===== src/rtl/tcb_lite_lib_arbiter_ctl_if.sv =====
// Handshake and select bundle between the per-requester ports, the shared
// TCB lite manager port and the arbitration controller.
interface tcb_lite_lib_arbiter_ctl_if #(
    parameter int IFN = 4,
    parameter int IFL = $clog2(IFN)
);
    logic [IFN-1:0] sub_vld;
    logic [IFN-1:0] sub_lck;
    logic [IFN-1:0] sub_rdy;
    logic           man_vld;
    logic           man_rdy;
    logic [IFL-1:0] req_sel;
    logic           rsp_vld;
    logic [IFL-1:0] rsp_sel;

    modport master (
        output sub_vld, sub_lck, man_rdy,
        input  sub_rdy, man_vld, req_sel, rsp_vld, rsp_sel
    );

    modport slave (
        input  sub_vld, sub_lck, man_rdy,
        output sub_rdy, man_vld, req_sel, rsp_vld, rsp_sel
    );
endinterface


===== src/rtl/tcb_lite_lib_arbiter_ctl.sv =====
// Arbitration controller sharing one TCB lite manager port among IFN requesters;
// the response demux select follows each transfer through the fixed DLY pipeline.
module tcb_lite_lib_arbiter_ctl #(
    parameter int IFN = 4,
    parameter int IFL = $clog2(IFN),
    parameter int DLY = 1,
    parameter bit RR  = 1'b1
) (
    input  logic clk,
    input  logic rst,
    tcb_lite_lib_arbiter_ctl_if.slave bus
);

    typedef enum logic [1:0] {
        ST_ARB  = 2'd0,
        ST_HOLD = 2'd1,
        ST_LOCK = 2'd2
    } state_t;

    localparam logic [IFL-1:0] SEL_ZERO = {IFL{1'b0}};
    localparam logic [IFL-1:0] SEL_ONE  = IFL'(1'b1);
    localparam logic [IFL-1:0] SEL_LAST = IFL'(IFN - 1);
    localparam logic [IFL:0]   IDX_IFN  = (IFL + 1)'(IFN);

    state_t         state_r;
    state_t         state_s;
    logic [IFL-1:0] grant_r;
    logic [IFL-1:0] grant_s;
    logic [IFL-1:0] ptr_r;
    logic [IFL-1:0] ptr_s;
    logic [IFL-1:0] start_s;
    logic [IFL-1:0] arb_idx_s;
    logic           arb_any_s;
    logic [IFL:0]   sum_s;
    logic [IFL:0]   idx_s;
    logic [IFL-1:0] g_s;
    logic [IFL-1:0] req_sel_s;
    logic           man_vld_s;
    logic           vld_ok_s;
    logic           xfer_s;
    logic           lck_s;
    logic [IFN-1:0] sub_rdy_s;

    // Search for the first active requester starting at the pointer, wrapping at IFN
    always_comb begin
        start_s   = RR ? ptr_r : SEL_ZERO;
        arb_any_s = 1'b0;
        arb_idx_s = SEL_ZERO;
        sum_s     = {(IFL + 1){1'b0}};
        idx_s     = {(IFL + 1){1'b0}};
        // Walk from farthest to nearest so the nearest active requester wins
        for (int k = IFN - 1; k >= 0; k--) begin
            sum_s     = {1'b0, start_s} + (IFL + 1)'(k);
            idx_s     = (sum_s >= IDX_IFN) ? (sum_s - IDX_IFN) : sum_s;
            arb_any_s = arb_any_s | bus.sub_vld[idx_s[IFL-1:0]];
            arb_idx_s = bus.sub_vld[idx_s[IFL-1:0]] ? idx_s[IFL-1:0] : arb_idx_s;
        end
    end

    // Grant selection, shared-port valid and next-state / pointer logic
    always_comb begin
        state_s   = state_r;
        grant_s   = grant_r;
        g_s       = grant_r;
        req_sel_s = grant_r;
        man_vld_s = 1'b0;
        case (state_r)
            ST_ARB: begin
                g_s       = arb_idx_s;
                man_vld_s = arb_any_s;
                req_sel_s = arb_any_s ? arb_idx_s : ptr_r;
            end
            ST_HOLD, ST_LOCK: begin
                man_vld_s = bus.sub_vld[grant_r];
            end
            default: begin
                man_vld_s = 1'b0;
            end
        endcase

        vld_ok_s = rst & man_vld_s;
        xfer_s   = vld_ok_s & bus.man_rdy;
        lck_s    = bus.sub_lck[g_s];

        case (state_r)
            ST_ARB: begin
                if (xfer_s) begin
                    state_s = lck_s ? ST_LOCK : ST_ARB;
                    grant_s = g_s;
                end else if (vld_ok_s) begin
                    state_s = ST_HOLD;
                    grant_s = g_s;
                end else begin
                    state_s = ST_ARB;
                end
            end
            ST_HOLD: begin
                // A requester withdrawing mid-stall is a protocol error; release rather than wedge
                if (xfer_s) begin
                    state_s = lck_s ? ST_LOCK : ST_ARB;
                end else if (!bus.sub_vld[grant_r]) begin
                    state_s = ST_ARB;
                end else begin
                    state_s = ST_HOLD;
                end
            end
            ST_LOCK: begin
                if (xfer_s && !lck_s) begin
                    state_s = ST_ARB;
                end else begin
                    state_s = ST_LOCK;
                end
            end
            default: begin
                state_s = ST_ARB;
            end
        endcase

        if (xfer_s && RR) begin
            ptr_s = (g_s == SEL_LAST) ? SEL_ZERO : (g_s + SEL_ONE);
        end else begin
            ptr_s = ptr_r;
        end
    end

    // One-hot ready towards the granted requester only
    always_comb begin
        sub_rdy_s = {IFN{1'b0}};
        for (int i = 0; i < IFN; i++) begin
            sub_rdy_s[i] = xfer_s & (g_s == IFL'(i));
        end
    end

    // State, grant and round-robin pointer registers
    always_ff @(posedge clk) begin
        if (!rst) begin
            state_r <= ST_ARB;
            grant_r <= SEL_ZERO;
            ptr_r   <= SEL_ZERO;
        end else begin
            state_r <= state_s;
            grant_r <= grant_s;
            ptr_r   <= ptr_s;
        end
    end

    assign bus.man_vld = vld_ok_s;
    assign bus.req_sel = rst ? req_sel_s : SEL_ZERO;
    assign bus.sub_rdy = sub_rdy_s;

    if (DLY == 0) begin : g_rsp_comb
        assign bus.rsp_vld = xfer_s;
        assign bus.rsp_sel = xfer_s ? g_s : SEL_ZERO;
    end else begin : g_rsp_pipe
        logic           pipe_vld_r [DLY];
        logic [IFL-1:0] pipe_sel_r [DLY];
        logic           rsp_vld_s;

        // Response timing is fixed, so the tracking pipeline never stalls
        always_ff @(posedge clk) begin
            if (!rst) begin
                for (int k = 0; k < DLY; k++) begin
                    pipe_vld_r[k] <= 1'b0;
                    pipe_sel_r[k] <= SEL_ZERO;
                end
            end else begin
                pipe_vld_r[0] <= xfer_s;
                pipe_sel_r[0] <= g_s;
                for (int k = 1; k < DLY; k++) begin
                    pipe_vld_r[k] <= pipe_vld_r[k-1];
                    pipe_sel_r[k] <= pipe_sel_r[k-1];
                end
            end
        end

        assign rsp_vld_s   = rst & pipe_vld_r[DLY-1];
        assign bus.rsp_vld = rsp_vld_s;
        assign bus.rsp_sel = rsp_vld_s ? pipe_sel_r[DLY-1] : SEL_ZERO;
    end

endmodule


===== src/flat_wrapper.sv =====
// flat-port wrapper written by rule: the top's interface ports become plain ports
module tcb_lite_lib_arbiter_ctl_flat 
#(
    parameter int IFN = 4,
    parameter int IFL = $clog2(IFN),
    parameter int DLY = 1,
    parameter bit RR  = 1'b1
)
  (clk, rst, bus_sub_vld, bus_sub_lck, bus_man_rdy, bus_sub_rdy, bus_man_vld, bus_req_sel, bus_rsp_vld, bus_rsp_sel);
  tcb_lite_lib_arbiter_ctl_if #(.IFN(IFN), .IFL(IFL)) bus_i ();
  input  logic clk;
  input  logic rst;
  input wire logic [$bits(bus_i.sub_vld)-1:0] bus_sub_vld;
  input wire logic [$bits(bus_i.sub_lck)-1:0] bus_sub_lck;
  input wire logic [$bits(bus_i.man_rdy)-1:0] bus_man_rdy;
  output wire logic [$bits(bus_i.sub_rdy)-1:0] bus_sub_rdy;
  output wire logic [$bits(bus_i.man_vld)-1:0] bus_man_vld;
  output wire logic [$bits(bus_i.req_sel)-1:0] bus_req_sel;
  output wire logic [$bits(bus_i.rsp_vld)-1:0] bus_rsp_vld;
  output wire logic [$bits(bus_i.rsp_sel)-1:0] bus_rsp_sel;
  assign bus_i.sub_vld = bus_sub_vld;
  assign bus_i.sub_lck = bus_sub_lck;
  assign bus_i.man_rdy = bus_man_rdy;
  assign bus_sub_rdy = bus_i.sub_rdy;
  assign bus_man_vld = bus_i.man_vld;
  assign bus_req_sel = bus_i.req_sel;
  assign bus_rsp_vld = bus_i.rsp_vld;
  assign bus_rsp_sel = bus_i.rsp_sel;
  tcb_lite_lib_arbiter_ctl #(.IFN(IFN), .IFL(IFL), .DLY(DLY), .RR(RR)) u_core (.clk(clk), .rst(rst), .bus(bus_i));
endmodule

===== config.mk =====
export PLATFORM = sky130hd
export DESIGN_NAME = tcb_lite_lib_arbiter_ctl_flat
export DESIGN_NICKNAME = d
export VERILOG_FILES = /design/src/rtl/tcb_lite_lib_arbiter_ctl_if.sv /design/src/rtl/tcb_lite_lib_arbiter_ctl.sv /design/src/flat_wrapper.sv
export SDC_FILE = /design/constraint.sdc
export NUM_CORES = 1
export LEC_CHECK = 0
export ABC_AREA = 0
export BUFFER_PORTS_ARGS = -buffer_cell sky130_fd_sc_hd__buf_2
export CAP_MARGIN = 20
export CORE_MARGIN = 2
export CORE_UTILIZATION = 55
export CTS_CLUSTER_DIAMETER = 60
export DETAILED_ROUTE_END_ITERATION = 8
export PLACE_DENSITY = 0.86
export SLEW_MARGIN = 20
export SYNTH_ARGS = -nofsm -noshare
export SYNTH_HDL_FRONTEND = slang
export SYNTH_SLANG_ARGS = --single-unit

===== constraint.sdc =====
create_clock -name clk -period 5.4 [get_ports clk]
set_input_delay 0.54 -clock clk [delete_from_list [all_inputs] [get_ports clk]]
set_output_delay 0.54 -clock clk [all_outputs]
set_load 0.01 [all_outputs]

==> results by group, run 1 <==
Status
  – Status: complete, no violations

Power and ir drop
  – Power per Cell Area: 427 nW/µm²
  – Logic pwr share: 59.9%
  – Maximum vdd drop: 0.000258 V
  – Reg power frac: 27.4%
  – Switching pwr: 189 µW
  – P_int: 220 µW
  – Pleak: 0.461 nW
  – Switch share: 46.2%
  – Clk pwr share: 12.7%

Global route
  – Met1 Use GR: 27.6%
  – Global-route met3 utilization: 3.02%
  – Busiest grt layer: met2
  – First-pass GRT wire length: 3210 µm
  – Vias in the first global route: 758
  – Largest net degree at the start of global routing: 12
  – Initial antenna violation count: 0
  – Total gr overflow: 0
  – GRT Util Overall: 22.6%
  – Met2 global-route usage: 40.0%

Die
  – Die ar.: 1820 µm²
  – Die Span Y: 42.6 µm
  – Initial core utilization: 60.8%
  – Row cnt: 13
  – Core Box Area: 1350 µm²
  – Die Wd: 42.6 µm
  – # IOs: 21

Timing
  – Unrepaired setup endpoints after global routing: false
  – Clock period minus worst slack: 2.85 ns
  – Setup_tns: 0 ns
  – Worst Tran Pin Value: 0.506 ns
  – Clk_skew: 0.00259 ns
  – Hold Vio Cnt, Final: 0
  – Slew HR: 65.9%
  – Setup-failing EPs final: 0
  – Final worst path period share: 52.8%
  – F_max: 0.351 GHz
  – Max-slew violations: 0

Place
  – Final Wtd Congestion: 0.874
  – Post-DP HPWL: 1440 µm
  – IO buf count: 20

Layout
  – # diodes: 0
  – Proportion of layout cells with a drive suffix above 1: 27.0%
  – Fillers: 111
  – Area growth syn-to-layout: 16.8%
  – Nets: 142
  – Core Util, Final: 71.0%

Clock network
  – Post-CTS Repair Setup Buffers: 0
  – CTS root buffer: clkbuf_4
  – Clock sinks: 9
  – Hold-fix buffers, CTS: 0
  – H-tree Lvls: 1
  – CTS tree: built
  – Later-pin clock latency in the skew report: 0.26 ns
  – Post-CTS resize count: 0
  – Num CTS Buffers: 3
  – Clock transition at the registers of the reported paths: 0.06 ns
  – Clock Tree Buf Depth: 2

Critical path
  – Crit path DAT: 2.31 ns
  – Worst EP required: 4.86 ns
  – Startpoint types: input pin
  – Worst-path maximum fanout: 7
  – Crit. End Element: output pin
  – RR Startpoint: u_core.ptr_r[1]
  – Crit path from: bus_sub_vld[2]
  – WS Path Type: input pin to output pin
  – Register-to-register setup slack: 3.30 ns

Synth
  – Synth Area in Simple Gates: 28.0%
  – Synth cell count leaders: 10 x inv_1, 9 x dfxtp_1, 8 x ha_1
  – Post-synth EDFFs: 0
  – Post-synthesis xor/xnor area fraction: 0%
  – Seq cells post-synth: 9
  – Largest family of logic cells by synthesized area: simple AND/OR/NAND/NOR gates
  – Post-synth ARST share: 0%
  – Main area contributors after synthesis: dfxtp_1 22%, ha_1 12%, mux2i_1 6.1%
  – Yosys cell types: 37
  – Count leader, synth: inv_1
  – Mux share of post-synthesis cell area: 11.6%
  – Post-synth top flop: dfxtp_1
  – Mean Syn Cell Area: 8.21 µm²
  – Post-Synthesis Cells: 100
  – Post-synthesis compound-gate area fraction: 20.6%
  – Syn_nets: 119
  – Sequential area share after synthesis: 22.0%
  – Mapped Area: 821 µm²
  – Adder-cell share of the synthesized area: 12.2%
  – Yosys warns: 0
  – Area leader, netlist: dfxtp_1
  – Share of the synthesized area in the top cell type: 22.0%

Worst hold path
  – HP Class: flop to flop
  – Hold_sp: u_core.ptr_r[1]

Detailed routing
  – Initial drt markers: 18
  – Vias per Instance: 5.73
  – Pre-antenna DRT Iters: 4
  – Wire length per cell: 13.2 µm
  – Routed WL: 1810 µm
  – Via count of the routed design: 785
  – Residual DRC: 0
  – Antenna Nets Post-Route: 0

Job
  – Maxcap violations: 0
-- worst max-delay path: stages --
cell and delay, ns:
buf_2 0.13, nor2b_1 0.13, a221o_1 0.33, and2_1 0.18, mux2i_1 0.37, inv_1 0.14, ha_1 0.20, and2_2 0.16
buf_2 0.13
-- sequential cells by signal, summed over array words and instances, names as in the netlist --
name / flops
u_core.g_rsp_pipe.pipe_sel_r: 2
u_core.grant_r: 2
u_core.ptr_r: 2
u_core.state_r: 2
u_core.g_rsp_pipe.pipe_vld_r: 1
-- area by class of cell --
class / instances / area, µm² / area share [%]
clock buffers: 3 / 22.5 / 2.35
clock inverters: 1 / 5.00 / 0.522
inverters: 10 / 37.5 / 3.92
multi-input cells: 79 / 594 / 62.0
flip-flops and latches: 9 / 180 / 18.8
well taps: 15 / 18.8 / 1.96
repair buffers: 20 / 100 / 10.4
-- through the flow --
step	power, mW	instance area (µm²)	hold WS, ns	std cells	setup slack, ns
2_1_floorplan	0.294	821	0.486	100	3.00
3_3_place_gp	0.347	931	0.528	133	2.67
3_5_place_dp	0.357	931	0.560	133	2.54
4_1_cts	0.412	958	0.569	137	2.52
5_1_grt	0.451	958	0.587	137	2.36
6_report	0.409	958	0.576	137	2.55
-- layer usage --
| layer | part of all wire, % | up-vias | wire [µm] |
|---|---|---|---|
| li1 | - | 407 | - |
| met1 | 43 | 346 | 784 |
| met2 | 50 | 30 | 901 |
| met3 | 6.3 | 2 | 114 |
| met4 | 0.33 | 0 | 6 |
| met5 | 0 | - | 0 |
-- cells in the final DEF, fill, tap and decap left out, drive strengths merged, types with 2 or more instances in the layout --
| cell type | Yosys | final |
|---|---|---|
| dfxtp | 9 | 9 |
| o21ai | 3 | 3 |
| buf | 1 | 20 |
| mux2 | 2 | 2 |
| o2111ai | 2 | 2 |
| a21oi | 5 | 5 |
| ha | 8 | 8 |
| a211oi | 2 | 2 |
| mux2i | 5 | 5 |
| nor3 | 5 | 5 |
| nor2b | 3 | 3 |
| clkbuf | 1 | 3 |
| nand2 | 6 | 6 |
| nor2 | 7 | 7 |
| inv | 10 | 10 |
| a22oi | 2 | 2 |
| and3 | 2 | 2 |
| nand2b | 4 | 4 |
| and2 | 7 | 7 |
-- final timing paths --
check | end | cells past startpoint
hold / removal | u_core.ptr_r[1] | 2
setup / recovery | bus_sub_rdy[2] | 9
setup reg to reg | u_core.ptr_r[1] | 8
hold reg to reg | u_core.ptr_r[1] | 2
-- kinds of logic after synthesis --
logic type | count (synthesis)
AOI/OAI and AO/OA | 23
buffers and inverters | 12
DFF | 9
and+or+nand+nor | 40
adders and majority gates | 8
muxes | 8
-- power groups by stage --
stage	combinational [mW]	sequential, mW	clock [mW]
CTS	0.247	0.111	0.0539
detailed placement	0.245	0.113	0
floorplan	0.188	0.106	0
global route	0.278	0.115	0.0578
finish	0.245	0.112	0.0519
global placement	0.236	0.111	0
Note: power is estimated with default switching activity, not from simulation.
==> inputs of run 2 (changes only) <==
- CORE_UTILIZATION: 55 -> 51
- PLACE_DENSITY: 0.86 -> 0.81
- clock period: 5.4 -> 2.94 ns (I/O delays scaled with it)
==> run 2 against run 1 <==
Effect of this change: via count grew 5.4%; sequential power up 83%; sequential share of layout area unchanged; critical path type is now flop to output pin; critical endpoint unchanged.
==> results by group, run 2 (same netlist as run 1, synthesis figures left out) <==
Clock network
  – Num CTS Buffers: 3 (unchanged)
  – Clock sinks: 9 (unchanged)
  – Post-CTS Repair Setup Buffers: 0 (unchanged)
  – Clock transition at the registers of the reported paths: 0.06 ns (about the same)
  – Later-pin clock latency in the skew report: 0.26 ns (about the same)
  – H-tree Lvls: 1 (unchanged)
  – CTS root buffer: clkbuf_4
  – Hold-fix buffers, CTS: 0 (unchanged)
  – Post-CTS resize count: 0 (unchanged)
  – CTS tree: built
  – Clock Tree Buf Depth: 2 (unchanged)

Layout
  – Area growth syn-to-layout: 16.8% (unchanged)
  – Commonest non-fill, non-tap cell in the layout: buf_2
  – Proportion of layout cells with a drive suffix above 1: 26.2% (-0.82 points)
  – Most frequent cells in the layout: 20 x buf_2, 10 x inv_1, 9 x dfxtp_1
  – Core Util, Final: 63.6% (-7.4 points)
  – # diodes: 0 (unchanged)
  – Nets: 142 (unchanged)
  – Layout Cells excl Fill: 138 (+0.73%)

Timing
  – Hold Vio Cnt, Final: 0 (unchanged)
  – Min Hold Slack: 0.376 ns (-0.200 ns)
  – Clk_skew: 0.00691 ns (+0.00432 ns)
  – Setup-failing EPs final: 0 (unchanged)
  – Clock period minus worst slack: 2.57 ns
  – Final worst path period share: 87.3%
  – Setup_tns: 0 ns (unchanged)
  – F_max: 0.390 GHz
  – Unrepaired setup endpoints after global routing: false
  – Worst Tran Pin Value: 0.436 ns (-0.0701 ns)
  – Slew HR: 70.7% (+4.7 points)
  – Max-slew violations: 0 (unchanged)

Detailed routing
  – Routed WL: 2010 µm (+11%)
  – Vias per Instance: 5.99 (+4.6%)
  – Via count of the routed design: 827 (+5.4%)
  – Antenna Nets Post-Route: 0 (unchanged)
  – Residual DRC: 0 (unchanged)
  – Pre-antenna DRT Iters: 4 (unchanged)
  – Initial drt markers: 31 (+13)
  – Wire length per cell: 14.6 µm (+11%)

Job
  – Maxcap violations: 0 (unchanged)

Global route
  – First-pass GRT wire length: 3220 µm (+0.44%)
  – GRT Util Overall: 22.4% (-0.18 points)
  – Initial antenna violation count: 0 (unchanged)
  – Total gr overflow: 0 (unchanged)
  – Vias in the first global route: 748 (-1.3%)
  – Largest net degree at the start of global routing: 12 (unchanged)

Place
  – Final Wtd Congestion: 0.922 (+5.5%)
  – IO buf count: 20 (unchanged)
  – Post-DP HPWL: 1540 µm (+6.7%)
  – Placed insts: 134 (+0.75%)

Status
  – Status: complete, no violations

Die
  – Die Wd: 44.1 µm (+3.5%)
  – Die Span Y: 44.1 µm (+3.5%)
  – Row cnt: 14 (+1)
  – Initial core utilization: 54.5% (-6.3 points)
  – Die ar.: 1950 µm² (+7.1%)
  – # IOs: 21 (unchanged)
  – Core Box Area: 1510 µm² (+12%)

Critical path
  – WS Path Type: flop to output pin
  – Worst-path maximum fanout: 6 (-1)
  – Worst EP required: 2.65 ns (-2.21 ns)
  – Slowest library cell on the worst path: dfxtp_1
  – RR Startpoint: u_core.ptr_r[1]
  – Crit. End Element: output pin
  – Startpoint types: flop
  – Register-to-register setup slack: 0.88 ns (-2.42 ns)
  – Crit path DAT: 2.27 ns (-0.04 ns)
  – Max incr delay on CP: 0.44 ns (+0.07 ns)
  – Crit path from: u_core.ptr_r[1]
  – Crit path cell chain: nand2_1, a221o_1, and2_1, mux2i_1, inv_1, ha_1, and2_2, buf_2

Worst hold path
  – HP Class: input pin to flop
  – Hold_sp: bus_man_rdy

Power and ir drop
  – Power per Cell Area: 797 nW/µm² (+87%)
  – Pleak: 0.459 nW (-0.59%)
  – Overall Power: 763 µW (+87%)
  – Maximum vdd drop: 0.000539 V (+110%)
-- run 2: changes by cell type in the layout (fill, tap and decap cells not counted) --
cell	delta
clkinv_2	-1
clkbuf_1	+1
-- run 2: path summary, 6_finish.rpt --
path                                      to  depth (start not counted)
min reg2reg                  u_core.ptr_r[1]                          2
max reg2reg                  u_core.ptr_r[1]                          8
max                           bus_sub_rdy[2]                          8
min          u_core.g_rsp_pipe.pipe_vld_r[0]                          2
-- run 2: where the power goes --
| group | switching [mW] | leakage (nW) | internal [mW] | total, mW |
|---|---|---|---|---|
| clock network | 0.0452 | 0.0150 | 0.0524 | 0.0976 |
| logic | 0.268 | 0.370 | 0.192 | 0.461 |
| registers | 0.0428 | 0.0742 | 0.162 | 0.205 |
-- run 2: worst max-delay path: cells and delay by family (launching register included) --
| family | cells | cell delay (ns) |
|---|---|---|
| mux | 1 | 0.33 |
| flops | 1 | 0.44 |
| compound gates | 1 | 0.34 |
| buf+inv | 2 | 0.26 |
| simple gates | 3 | 0.47 |
| fa+ha+maj | 1 | 0.18 |
-- run 2: cell type report --
type / count / area, µm²
fill: 126 / 548
sequential: 9 / 180
inverter: 10 / 37.5
tap: 16 / 20.0
multi-input combinational: 79 / 594
clock buffer: 4 / 26.3
timing repair buffer: 20 / 100
-- run 2: metrics by stage --
| stage | setup WS, ns | cell area, µm² |
|---|---|---|
| 2_1_floorplan | 1.00 | 821 |
| 3_3_place_gp | 0.705 | 932 |
| 3_5_place_dp | 0.662 | 932 |
| 4_1_cts | 0.413 | 958 |
| 5_1_grt | 0.242 | 958 |
| 6_report | 0.375 | 958 |
-- run 2: layer usage --
metal,wire [µm],up-vias,track usage (%),part of all wire (%)
met3,158,10,3.67,7.8
met1,786,367,27.5,39
met4,68,0,8.48,3.4
met5,0,-,0,0
met2,999,48,39.1,50
li1,-,402,-,-
